$ cat src/rtl/cic_pkg.sv
// Constants shared by the CIC decimator and its downstream sample FIFO.
package cic_pkg;
  localparam int CIC_W      = 32;
  localparam int SAMPLE_W   = 16;
  localparam int SHIFT_W    = 5;
  localparam int DROP_CNT_W = 16;
endpackage

$ cat src/rtl/sync_fifo_fwft.sv
// Single-clock first-word-fall-through FIFO; head entry is visible on rd_data while not empty.
module sync_fifo_fwft #(
  parameter  int W     = 16,
  parameter  int DEPTH = 16,
  localparam int AW    = $clog2(DEPTH)
) (
  input  logic          clk,
  input  logic          rst,
  input  logic          wr_en,
  input  logic [W-1:0]  wr_data,
  input  logic          rd_en,
  output logic [W-1:0]  rd_data,
  output logic          empty,
  output logic          full,
  output logic [AW:0]   level
);
  logic [W-1:0]  mem [DEPTH];
  logic [AW-1:0] wr_ptr, rd_ptr;
  logic          do_rd, do_wr;

  assign empty = (level == '0);
  assign full  = (level == (AW+1)'(DEPTH));
  assign do_rd = rd_en & ~empty;
  assign do_wr = wr_en & (~full | do_rd);
  // Storage is not reset, so the head is masked to keep the output clean while empty.
  assign rd_data = empty ? '0 : mem[rd_ptr];

  always_ff @(posedge clk)
    if (do_wr) mem[wr_ptr] <= wr_data;

  always_ff @(posedge clk or negedge rst) begin
    if (!rst) begin
      wr_ptr <= '0;
      rd_ptr <= '0;
      level  <= '0;
    end else begin
      if (do_wr) wr_ptr <= wr_ptr + 1'b1;
      if (do_rd) rd_ptr <= rd_ptr + 1'b1;
      case ({do_wr, do_rd})
        2'b10:   level <= level + 1'b1;
        2'b01:   level <= level - 1'b1;
        default: level <= level;
      endcase
    end
  end
endmodule

$ cat src/rtl/cic_sample_fifo.sv
// CIC output stage: shift/saturate each decimated sample, queue it in a FWFT FIFO,
// and track samples lost when the consumer falls behind.
module cic_sample_fifo
  import cic_pkg::*;
#(
  parameter  int IN_W  = CIC_W,
  parameter  int OUT_W = SAMPLE_W,
  parameter  int DEPTH = 16,
  localparam int AW    = $clog2(DEPTH)
) (
  input  logic                  clk,
  input  logic                  rst,
  input  logic [IN_W-1:0]       in_data,
  input  logic                  in_vld,
  input  logic [SHIFT_W-1:0]    shift,
  output logic [OUT_W-1:0]      m_data,
  output logic                  m_valid,
  input  logic                  m_ready,
  output logic [AW:0]           level,
  output logic                  overflow,
  output logic [DROP_CNT_W-1:0] drop_cnt,
  input  logic                  clr_ovf
);
  logic [IN_W-1:0]  shifted;
  logic [OUT_W-1:0] sat_val, stg_data;
  logic             stg_vld, empty, full, rd, wr, drop;

  assign shifted = in_data >> shift;
  assign sat_val = (|shifted[IN_W-1:OUT_W]) ? '1 : shifted[OUT_W-1:0];

  always_ff @(posedge clk or negedge rst) begin
    if (!rst) begin
      stg_vld  <= 1'b0;
      stg_data <= '0;
    end else begin
      stg_vld <= in_vld;
      if (in_vld) stg_data <= sat_val;
    end
  end

  // A full FIFO still accepts the staged sample if the head leaves this cycle.
  assign m_valid = ~empty;
  assign rd      = m_valid & m_ready;
  assign wr      = stg_vld & (~full | rd);
  assign drop    = stg_vld & full & ~rd;

  sync_fifo_fwft #(.W(OUT_W), .DEPTH(DEPTH)) u_fifo (
    .clk     (clk),
    .rst     (rst),
    .wr_en   (wr),
    .wr_data (stg_data),
    .rd_en   (rd),
    .rd_data (m_data),
    .empty   (empty),
    .full    (full),
    .level   (level)
  );

  // A drop coinciding with clr_ovf restarts the count at one rather than being lost.
  always_ff @(posedge clk or negedge rst) begin
    if (!rst) begin
      overflow <= 1'b0;
      drop_cnt <= '0;
    end else if (drop) begin
      overflow <= 1'b1;
      if (clr_ovf)            drop_cnt <= DROP_CNT_W'(1);
      else if (drop_cnt != '1) drop_cnt <= drop_cnt + 1'b1;
    end else if (clr_ovf) begin
      overflow <= 1'b0;
      drop_cnt <= '0;
    end
  end
endmodule

$ cat config.mk
export PLATFORM = sky130hd
export DESIGN_NAME = cic_sample_fifo
export DESIGN_NICKNAME = d
export VERILOG_FILES = /design/src/rtl/cic_pkg.sv /design/src/rtl/sync_fifo_fwft.sv /design/src/rtl/cic_sample_fifo.sv
export SDC_FILE = /design/constraint.sdc
export NUM_CORES = 1
export LEC_CHECK = 0
export CAP_MARGIN = 0
export CORE_MARGIN = 2
export CORE_UTILIZATION = 48
export CTS_BUF_LIST = sky130_fd_sc_hd__clkbuf_16
export DETAILED_ROUTE_END_ITERATION = 12
export PLACE_DENSITY_LB_ADDON = 0.12
export SYNTH_ARGS = -nofsm -noshare
export SYNTH_HDL_FRONTEND = slang
export SYNTH_SLANG_ARGS = --single-unit
$ cat constraint.sdc
create_clock -name clk -period 7.1 [get_ports clk]
set_input_delay 2.13 -clock clk [delete_from_list [all_inputs] [get_ports clk]]
set_output_delay 2.13 -clock clk [all_outputs]
set_load 0.02 [all_outputs]
; ---- Word-level counts from Yosys, hierarchy flattened
; Memories as Yosys holds them, arrays and structs flattened.
; Index checks and enable logic that the tools add are counted.
[classes]
n_addsub = 5
n_eq_ne = 4
shift = 1
muxes = 11
bitwise_logic = 11
n_reduce_logical = 6
[ops]
columns = op, count
row1 = $mux W16, 6
row2 = $shr A32 B5 Y32, 1
row3 = $add A16 B1 Y16 const B, 1
row4 = $ne A16 B16 Y1 const B, 1
row5 = $reduce_or A16 Y1, 1
row6 = $pmux W5 S2, 1
row7 = $add A4 B1 Y4 const B, 2
row8 = $and A1 B1 Y1, 6
row9 = $reduce_bool A2 Y1, 3
row10 = $add A5 B1 Y5 const B, 1
row11 = $eq A5 B5 Y1 const B, 1
row12 = $logic_not A5 Y1, 1
row13 = $sub A5 B1 Y5 const B, 1
row14 = $mux W1, 4
row15 = $not A1 Y1, 3
row16 = $eq A2 B1 Y1 const B, 1
row17 = $eq A2 B2 Y1 const B, 1
row18 = $or A1 B1 Y1, 2
row19 = $reduce_and A2 Y1, 1
[word_totals]
ff_bits = 47
ram_bits = 256
inputBits = 42
output_inout_bits = 39
elab_cells = 46
memories = 1
[mem_list]
columns = memory, depth, word_bits, rd, rd_ports_with_merged_regs, wr, line
row1 = u_fifo.mem, 16, 16, 1, 0, 1, sync_fifo_fwft.sv:17  ; logic [W-1:0] mem [DEPTH];

; ---- Depth between registers and ports, before layout
; Gate-level depths: netlist (run 1).
[depth]
depth_word = 8
mapped_depth = 13
ltp_nobuf = 11

; ---- By module
; Synthesis (run 1) repeated with hierarchy kept, for this count alone.
[unflattened]
hier_cells = 869
area_unflattened_um2 = 14052.2
[by_module_without_submodules]
columns = module, instances, cells_each, area_per_inst_um2, seq_area_each_um2
row1 = sync_fifo_fwft, 1, 505, 10667.7, 8012.7
row2 = cic_sample_fifo, 1, 364, 3384.5, 850.8

; ---- Worst setup path before layout (run 1)
; OpenSTA, ideal clock, no wires.
[synth_path]
path_type = register to output
from = register u_fifo.rd_ptr[0]
to = output port m_data[10]
arrival_time_ns = 2.325
required_time_ns = 4.970
setup_slack_ns = 2.645
path_stages_with_launch = 6
n_path_buf = 2
path_cell_list = dfrtp_1 buf_2 buf_1 mux4_2 mux4_2 nor2b_1
[synth_via]
elab_chain_cells = 2
[synth_lines]
columns = element, line
row1 = start: declaration, sync_fifo_fwft.sv:18  ; logic [AW-1:0] wr_ptr, rd_ptr;
row2 = start signal: assignment, sync_fifo_fwft.sv:38  ; if (do_rd) rd_ptr <= rd_ptr + 1'b1;
row3 = $mem_v2 Z16 W16, -
row4 = $mux W16, sync_fifo_fwft.sv:26  ; assign rd_data = empty ? '0 : mem[rd_ptr];
row5 = end: declaration, cic_sample_fifo.sv:16  ; output logic [OUT_W-1:0] m_data,
; Every way passes these cells.

; ---- Worst setup path after layout (run 1)
[layout_path]
from = register u_fifo.rd_ptr[1]
to = output port m_data[4]
; Same word-level chain as after synthesis.

==> results.md, run 1 <==
- The run finished with clean final reports.
- Sorting the synthesized cells by how often they occur yields 256 x sky130_fd_sc_hd__edfxtp_1, 101 x sky130_fd_sc_hd__mux4_2, 52 x sky130_fd_sc_hd__nor2_1.
- The library cell with the largest summed area after synthesis is sky130_fd_sc_hd__edfxtp_1.
- Averaged over all synthesized cells, the footprint is around 17 um^2.
- CTS built an H-tree with a depth of 1.
- The initial antenna violation count is 0.
- The number of synthesized register bits is between 300 and 400.
- For this run the aggregate overflow at the end of global routing stands at 0.
- The post-route setup TNS is 0 ns.
- Ranked by total cell area, the synthesized netlist is headed by sky130_fd_sc_hd__edfxtp_1 55%, sky130_fd_sc_hd__mux4_2 16%, sky130_fd_sc_hd__dfrtp_1 8.4%.
- The slew at the pin with the worst max-slew slack is 1.16 ns.
- The vertical extent of the die is 174 um.
- The number of gates resized after CTS is 0.
- The total length of routed wires is 30,900 um.
- The count of final max-slew check failures was 0.
- The fraction of post-synthesis cell area in the top cell type by area is a little under three fifths.
- The initialized floorplan defines 62 standard-cell rows.
- The via-per-instance ratio is 5.95.
- In this run the worst path has a maximum fanout of 35.
- The number of iterations in the first detailed-routing pass is 6.
- The die area is around 30,000 um^2.
- The count of buffers added on input and output ports is 80.
- The design area is roughly 16,000 um^2.
- STA classifies the critical path endpoint as an output pin.
- The die extent in x is roughly 170 um.
- The number of nets in the finished design is 973.
- The cell area after placement is 15,200 um^2.
- Of the synthesized area, sequential elements account for 63.6%.
- During synthesis, Yosys emitted a total of 0 warnings.
- In the synthesized netlist the dominant register cell turns out to be sky130_fd_sc_hd__edfxtp_1.
- The worst setup path is of the flip-flop to output pin kind.
- 0 antenna diodes ended up in the layout.
- The count of antenna-violating nets left after detailed routing is 0.
- The min-delay analysis places its worst path in the category flip-flop to flip-flop.
- Across the routed clock network, the largest skew measured is 0.0197 ns.
- The number of nets produced by synthesis is 895.
- The nature of the critical path startpoint is a flip-flop.
- In the finished design, the share of the clock period the worst path needs comes to about four fifths.
- The area of the mapped netlist is 13,900 um^2.
- The congestion estimate from routability-driven global placement came to just under 0.9.
- The via count of the first global-routing pass is 8,219.
- The cts-stage hold buffer count is 0.
- The area growth from synthesis to layout is 16.0%.
- For this block, the via count after detailed routing is 7,902.
- Global routing consumed, over all layers together, between 20% and 30% of the routing resources.
- Yosys instantiated no cell more often than sky130_fd_sc_hd__edfxtp_1.
- The violation count after the first detailed-routing iteration is about 820.
- The average routed wire per standard cell is about 23 um.
- The first-pass GRT wire length is 48,100 um.
- The initial core utilization is 48.7%.
- Setup repair after global routing left no endpoint under its margin.
- The maximum resistive drop on vdd is 0.000199 V.
- CTS placed an instance of sky130_fd_sc_hd__clkbuf_16 at the clock tree root.
- Based on the critical path, the design can be clocked at up to 172 MHz.
- TritonCTS created 30 clock buffers.
- In this run the static leakage power is 5.43 nW.
- The clock period could shrink to 5.81 ns.
- The buffer count from post-CTS setup fixing is 0.
- The maximum clock insertion buffer count is 3.
- The final count of hold timing violations is 0.
- The power per standard cell area is 353 nW/um^2.
- The number of distinct library cells after synthesis is 53.
- The data required time of the worst path is just under 5 ns.
- Of the cells placed in the final design, the portion with a size suffix greater than 1 is a little over a fifth.
- TritonCTS built the clock tree.
- The clock network latency to the later pin of the worst-skew pair is 0.55 ns.
- The reg-to-reg setup timing slack is 3.30 ns.
- In this run the count of I/O pins placed on the die edge is 81.
- The cell count after synthesis came out at 844.
- The synthesized design contains 256 enable-type register cells.
- The final count of negative-setup-slack endpoints is 0.
- The number of sinks handled by clock tree synthesis is 303.
- Detailed placement finished with a half-perimeter wire length of 18,800 um.
- Entering global routing, the biggest net connects 55 pins.
- After clock tree synthesis, the clock-pin slew on the worst setup and hold paths is 0.06 ns.
- The arrival time reported for the critical path endpoint is around 3.7 ns.
- The post-route DRC violation count is 0.
- The max-cap check violation count is 0.
- The share of flip-flops with an asynchronous set or reset is 15.5%.
- The relative max-transition margin is 22.5%.
- The core region is 28,600 um^2.
-- cell type report --
cell class	instances	area, um^2
multi-input cells	468	4780
repair buffers	103	966
clock buffers	30	751
inverters	16	60.1
clock inverters	25	249
fillers	2202	12500
well taps	384	480
flip-flops and latches	303	8870
-- metal layers --
metal / vias up / share of wire [%] / track usage (%)
li1: 3530 / - / -
met1: 4101 / 43 / 28.7
met2: 225 / 51 / 35.2
met3: 46 / 4.2 / 2.49
met4: 0 / 2.0 / 5.15
met5: - / 0 / 0
-- power breakdown --
| part | switching (mW) | total, mW | internal (mW) | leakage [nW] |
|---|---|---|---|---|
| sequential | 0.243 | 2.41 | 2.16 | 2.85 |
| combinational | 0.787 | 1.71 | 0.920 | 2.07 |
| clock | 0.636 | 1.58 | 0.946 | 0.516 |
| total | 1.67 | 5.70 | 4.03 | 5.43 |
-- path summary, 6_finish.rpt --
path / to / cells past startpoint / from
max: m_data[4] / 5 / u_fifo.rd_ptr[1]
min: overflow / 2 / overflow
max reg2reg: u_fifo.level[4] / 11 / u_fifo.level[1]
min reg2reg: overflow / 2 / overflow
max in group asynchronous: u_fifo.rd_ptr[0] / 2 / rst
min in group asynchronous: drop_cnt[4] / 2 / rst
-- critical path, stage by stage (launching register included) --
cell and delay, ns:
sky130_fd_sc_hd__dfrtp_2 0.93, sky130_fd_sc_hd__buf_4 0.58, sky130_fd_sc_hd__mux4_2 0.40, sky130_fd_sc_hd__mux4_2 0.47, sky130_fd_sc_hd__nor2b_1 0.14, sky130_fd_sc_hd__clkdlybuf4s50_1 0.57
-- registers in the layout, indices dropped and copies added, names as in the netlist --
signal	flops
stg_vld	1
u_fifo.rd_ptr	4
u_fifo.level	5
overflow	1
u_fifo.wr_ptr	4
stg_data	16
drop_cnt	16
u_fifo.mem	256
-- through the flow --
step / util [%] / cells / setup WS [ns] / hold WS [ns] / power [mW]
2_1_floorplan: - / 844 / 2.65 / 0.573 / 3.55
5_1_grt: 56.4 / 1329 / 1.11 / 0.610 / 5.96
6_report: 56.4 / 1329 / 1.29 / 0.532 / 5.70
3_3_place_gp: 53.0 / 1274 / 1.87 / 0.535 / 4.13
3_5_place_dp: 53.0 / 1274 / 1.81 / 0.537 / 4.19
4_1_cts: 56.4 / 1329 / 1.23 / 0.546 / 5.77
-- kinds of logic after synthesis --
family | share of synthesized area (%)
AO/OA/AOI/OAI | 5.06
XOR/XNOR | 1.45
buffers and inverters | 2.21
flip-flops | 63.6
multiplexers | 21.0
AND/OR/NAND/NOR | 5.89
adder cells (fa/ha/maj) | 0.808
-- cells in the final DEF (no fill, tap or decap), types with 12 or more instances in the layout --
cell type and n:
sky130_fd_sc_hd__xor2_1 14, sky130_fd_sc_hd__clkbuf_16 30, sky130_fd_sc_hd__buf_4 22, sky130_fd_sc_hd__a21oi_1 40, sky130_fd_sc_hd__mux2_2 16, sky130_fd_sc_hd__edfxtp_1 256
sky130_fd_sc_hd__nor2_1 52, sky130_fd_sc_hd__o21ai_0 24, sky130_fd_sc_hd__mux2i_1 32, sky130_fd_sc_hd__nand2_1 35, sky130_fd_sc_hd__mux4_2 101, sky130_fd_sc_hd__nor2b_1 24
sky130_fd_sc_hd__clkdlybuf4s50_1 76, sky130_fd_sc_hd__o22ai_1 12, sky130_fd_sc_hd__dfrtp_1 45, sky130_fd_sc_hd__inv_1 21
Note: power is estimated with default switching activity, not from simulation.
==> inputs of run 2 (changes only) <==
==> constraint.sdc (replaced) <==
create_clock -name clk -period 5.7 [get_ports clk]
set_input_delay 1.71 -clock clk [delete_from_list [all_inputs] [get_ports clk]]
set_output_delay 1.71 -clock clk [all_outputs]
set_load 0.02 [all_outputs]
==> run 2 against run 1 <==
Design area about the same. First-iteration DRC count decreased by 27%. Non-clock buffer count increased by 5. Critical path type unchanged. Critical endpoint is now m_data[6]. Largest cell class unchanged. Highest routed layer unchanged.
==> results.md, run 2 (synthesized netlist as in run 1, its figures left out) <==
- The sum of internal, switching and leakage power is 7.01 mW (+23%).
- The pin count of the biggest net entering global routing came to 48 (-13%).
- The post-route setup TNS is 0 ns (unchanged).
- The via-per-instance ratio is 5.93 (-0.18%).
- The design area came to 16,100 um^2 (about the same).
- The worst setup path is captured at an output pin.
- The nature of the critical path startpoint is a flip-flop.
- The cell area after placement is 15,200 um^2 (+0.25%).
- The violation count after the first detailed-routing iteration is 596 (-27%).
- The placer congestion estimate is 0.868 (+0.30%).
- The count of final max-slew check failures was 0 (unchanged).
- The routed design could run at a clock period as short as 5.07 ns.
- The total global routing overflow came to 0 (unchanged).
- The maximum clock rate is 197 MHz.
- In the layout the commonest cells are 256 x sky130_fd_sc_hd__edfxtp_1, 101 x sky130_fd_sc_hd__mux4_2, 76 x sky130_fd_sc_hd__clkdlybuf4s50_1.
- The hold-critical path depth is 2 (unchanged).
- The clock network latency to the later pin of the worst-skew pair is 0.55 ns (about the same).
- The clock root buffer master is sky130_fd_sc_hd__clkbuf_16.
- The count of antenna-violating nets left after detailed routing is 0 (unchanged).
- The detailed-placement wirelength estimate is 19,100 um (+1.2%).
- The average routed wire per standard cell came to 22.8 um (-2.2%).
- The number of gates resized after CTS was 0 (unchanged).
- The startpoint identified for the worst hold timing path is overflow.
- The arrival time reported for the critical path endpoint was 3.36 ns (-0.32 ns).
- The number of iterations in the first detailed-routing pass is 4 (-2).
- The power per standard cell area is 434 nW/um^2 (+23%).
- The flip-flop count of the largest register, all copies and words added is 256 (unchanged).
- The buffer count from post-CTS setup fixing was 0 (unchanged).
- The depth of the worst register-to-register path is 12 (+1).
- The max-cap check violation count is 0 (unchanged).
- The number of placed instances with taps included is 1,279 (+0.39%).
- Setup repair after global routing left no endpoint under its margin.
- The class of the most critical hold timing path is flip-flop to flip-flop.
- The worst clock skew is 0.0223 ns (+0.00262 ns).
- The number of H-tree levels is 1 (unchanged).
- The launch instance of the worst register-to-register path is u_fifo.level[1].
- The via count of the first global-routing pass is 8,311 (+1.1%).
- The final non-filler cell total is 1,337 (+0.60%).
- After layout, the worst path uses 88.9% of the clock period.
- The vertical extent of the die came to 174 um (unchanged).
- In this run the critical register-to-register path is captured at u_fifo.level[4].
- The antenna diode instance count is 0 (unchanged).
- The largest register by flop count is u_fifo.mem.
- The run finished with clean final reports.
- The floorplan row count was 62 (unchanged).
- The total routing resource utilization after global routing is 20.6% (-0.12 points).
- The TritonCTS buffer count is 31 (+3.3%).
- The number of sinks handled by clock tree synthesis was 303 (unchanged).
- The number of nets in the finished design is 979 (+0.62%).
- The number of I/O port buffers was 80 (unchanged).
- The clock tree from TritonCTS is done.
- The area growth from synthesis to layout is 15.9% (about the same).
- The cts-stage hold buffer count is 0 (unchanged).
- The cell leakage power is 5.45 nW (+0.29%).
- The library cell used most frequently in the layout, excluding fill and tap cells, is sky130_fd_sc_hd__edfxtp_1.
- The critical path in this run is classified as flip-flop to output pin.
- The slew at the pin with the worst max-slew slack was 1.05 ns (-0.113 ns).
- The worst slack after detailed placement is 1.13 ns (-0.689 ns).
- The initial core utilization was 48.7% (unchanged).
- The register clock-pin slew on the reported worst setup and hold paths was 0.06 ns (about the same).
- The final count of hold timing violations is 0 (unchanged).
- The final count of negative-setup-slack endpoints came to 0 (unchanged).
- The maximum fanout encountered on the critical timing path was 18 (-49%).
- The path with the worst hold slack has its endpoint at overflow.
- The die extent in x is 174 um (unchanged).
- The final setup slack of the worst path came to 0.631 ns (-0.663 ns).
- The relative max-transition margin came to 30.0% (+7.5 points).
- The placeable core region is 28,600 um^2 (unchanged).
- The data required time of the worst path is 3.99 ns (-0.98 ns).
- The I/O pin count was 81 (unchanged).
- The largest registers in the layout are u_fifo.mem x256, drop_cnt x16, stg_data x16.
- The reg-to-reg setup timing slack is 2.49 ns (-0.81 ns).
- The first-pass GRT wire length is 48,200 um (+0.33%).
- The die area is 30,400 um^2 (unchanged).
- The total length of routed wires was 30,400 um (-1.6%).
- The count of fill cells added during filler insertion is 2,251 (+2.2%).
- The initial antenna violation count is 0 (unchanged).
- The layout cell share with drive strength beyond 1 was 21.5% (+0.66 points).
- The number of vias in the routed layout is 7,935 (+0.42%).
- The post-route DRC violation count is 0 (unchanged).
- The maximum clock insertion buffer count was 3 (unchanged).
- The maximum resistive drop on vdd is 0.000225 V (+13%).
-- run 2: final cells by class --
class                      count  area [um^2]  area share [%]
inverter                      16         60.1           0.372
timing repair buffer         108         1000            6.21
clock inverter                27          176            1.09
multi-input combinational    468         4780            29.6
clock buffer                  31          776            4.80
tap                          384          480            2.98
sequential                   303         8870            54.9
-- run 2: how the worst max path moves through the flow --
stage,from,endpoint,cells after the start
after floorplan,u_fifo.rd_ptr[0],m_data[10],5
after global placement,u_fifo.rd_ptr[0],m_data[6],5
after detailed placement,m_ready,u_fifo.level[4],12
after CTS,u_fifo.rd_ptr[0],m_data[6],5
after global routing,u_fifo.rd_ptr[0],m_data[6],5
final,u_fifo.rd_ptr[0],m_data[6],5
-- run 2: stage by stage --
| step | util [%] | hold WS (ns) |
|---|---|---|
| 6_report | 56.4 | 0.528 |
| 4_1_cts | 56.4 | 0.538 |
| 3_3_place_gp | 53.1 | 0.530 |
| 5_1_grt | 56.4 | 0.551 |
| 3_5_place_dp | 53.1 | 0.528 |
| 2_1_floorplan | - | 0.573 |
-- run 2: worst max-delay path, stage by stage, from the launching register on --
cell,delay (ns)
sky130_fd_sc_hd__dfrtp_4,0.65
sky130_fd_sc_hd__buf_4,0.38
sky130_fd_sc_hd__mux4_2,0.55
sky130_fd_sc_hd__mux4_2,0.52
sky130_fd_sc_hd__nor2b_1,0.16
sky130_fd_sc_hd__clkdlybuf4s50_1,0.54
-- run 2: metal layers --
layer,vias up,routed length [um],track usage (%)
met1,4095,12800,27.9
met2,241,15400,35.4
met5,-,0,0
met4,0,612,5.18
li1,3550,-,-
met3,49,1520,2.91
-- run 2: report_power, final --
group | switching, mW | leakage, nW | total [mW] | internal [mW]
Sequential | 0.266 | 2.85 | 2.96 | 2.70
Clock | 0.798 | 0.507 | 1.87 | 1.07
Combinational | 1.02 | 2.10 | 2.17 | 1.16
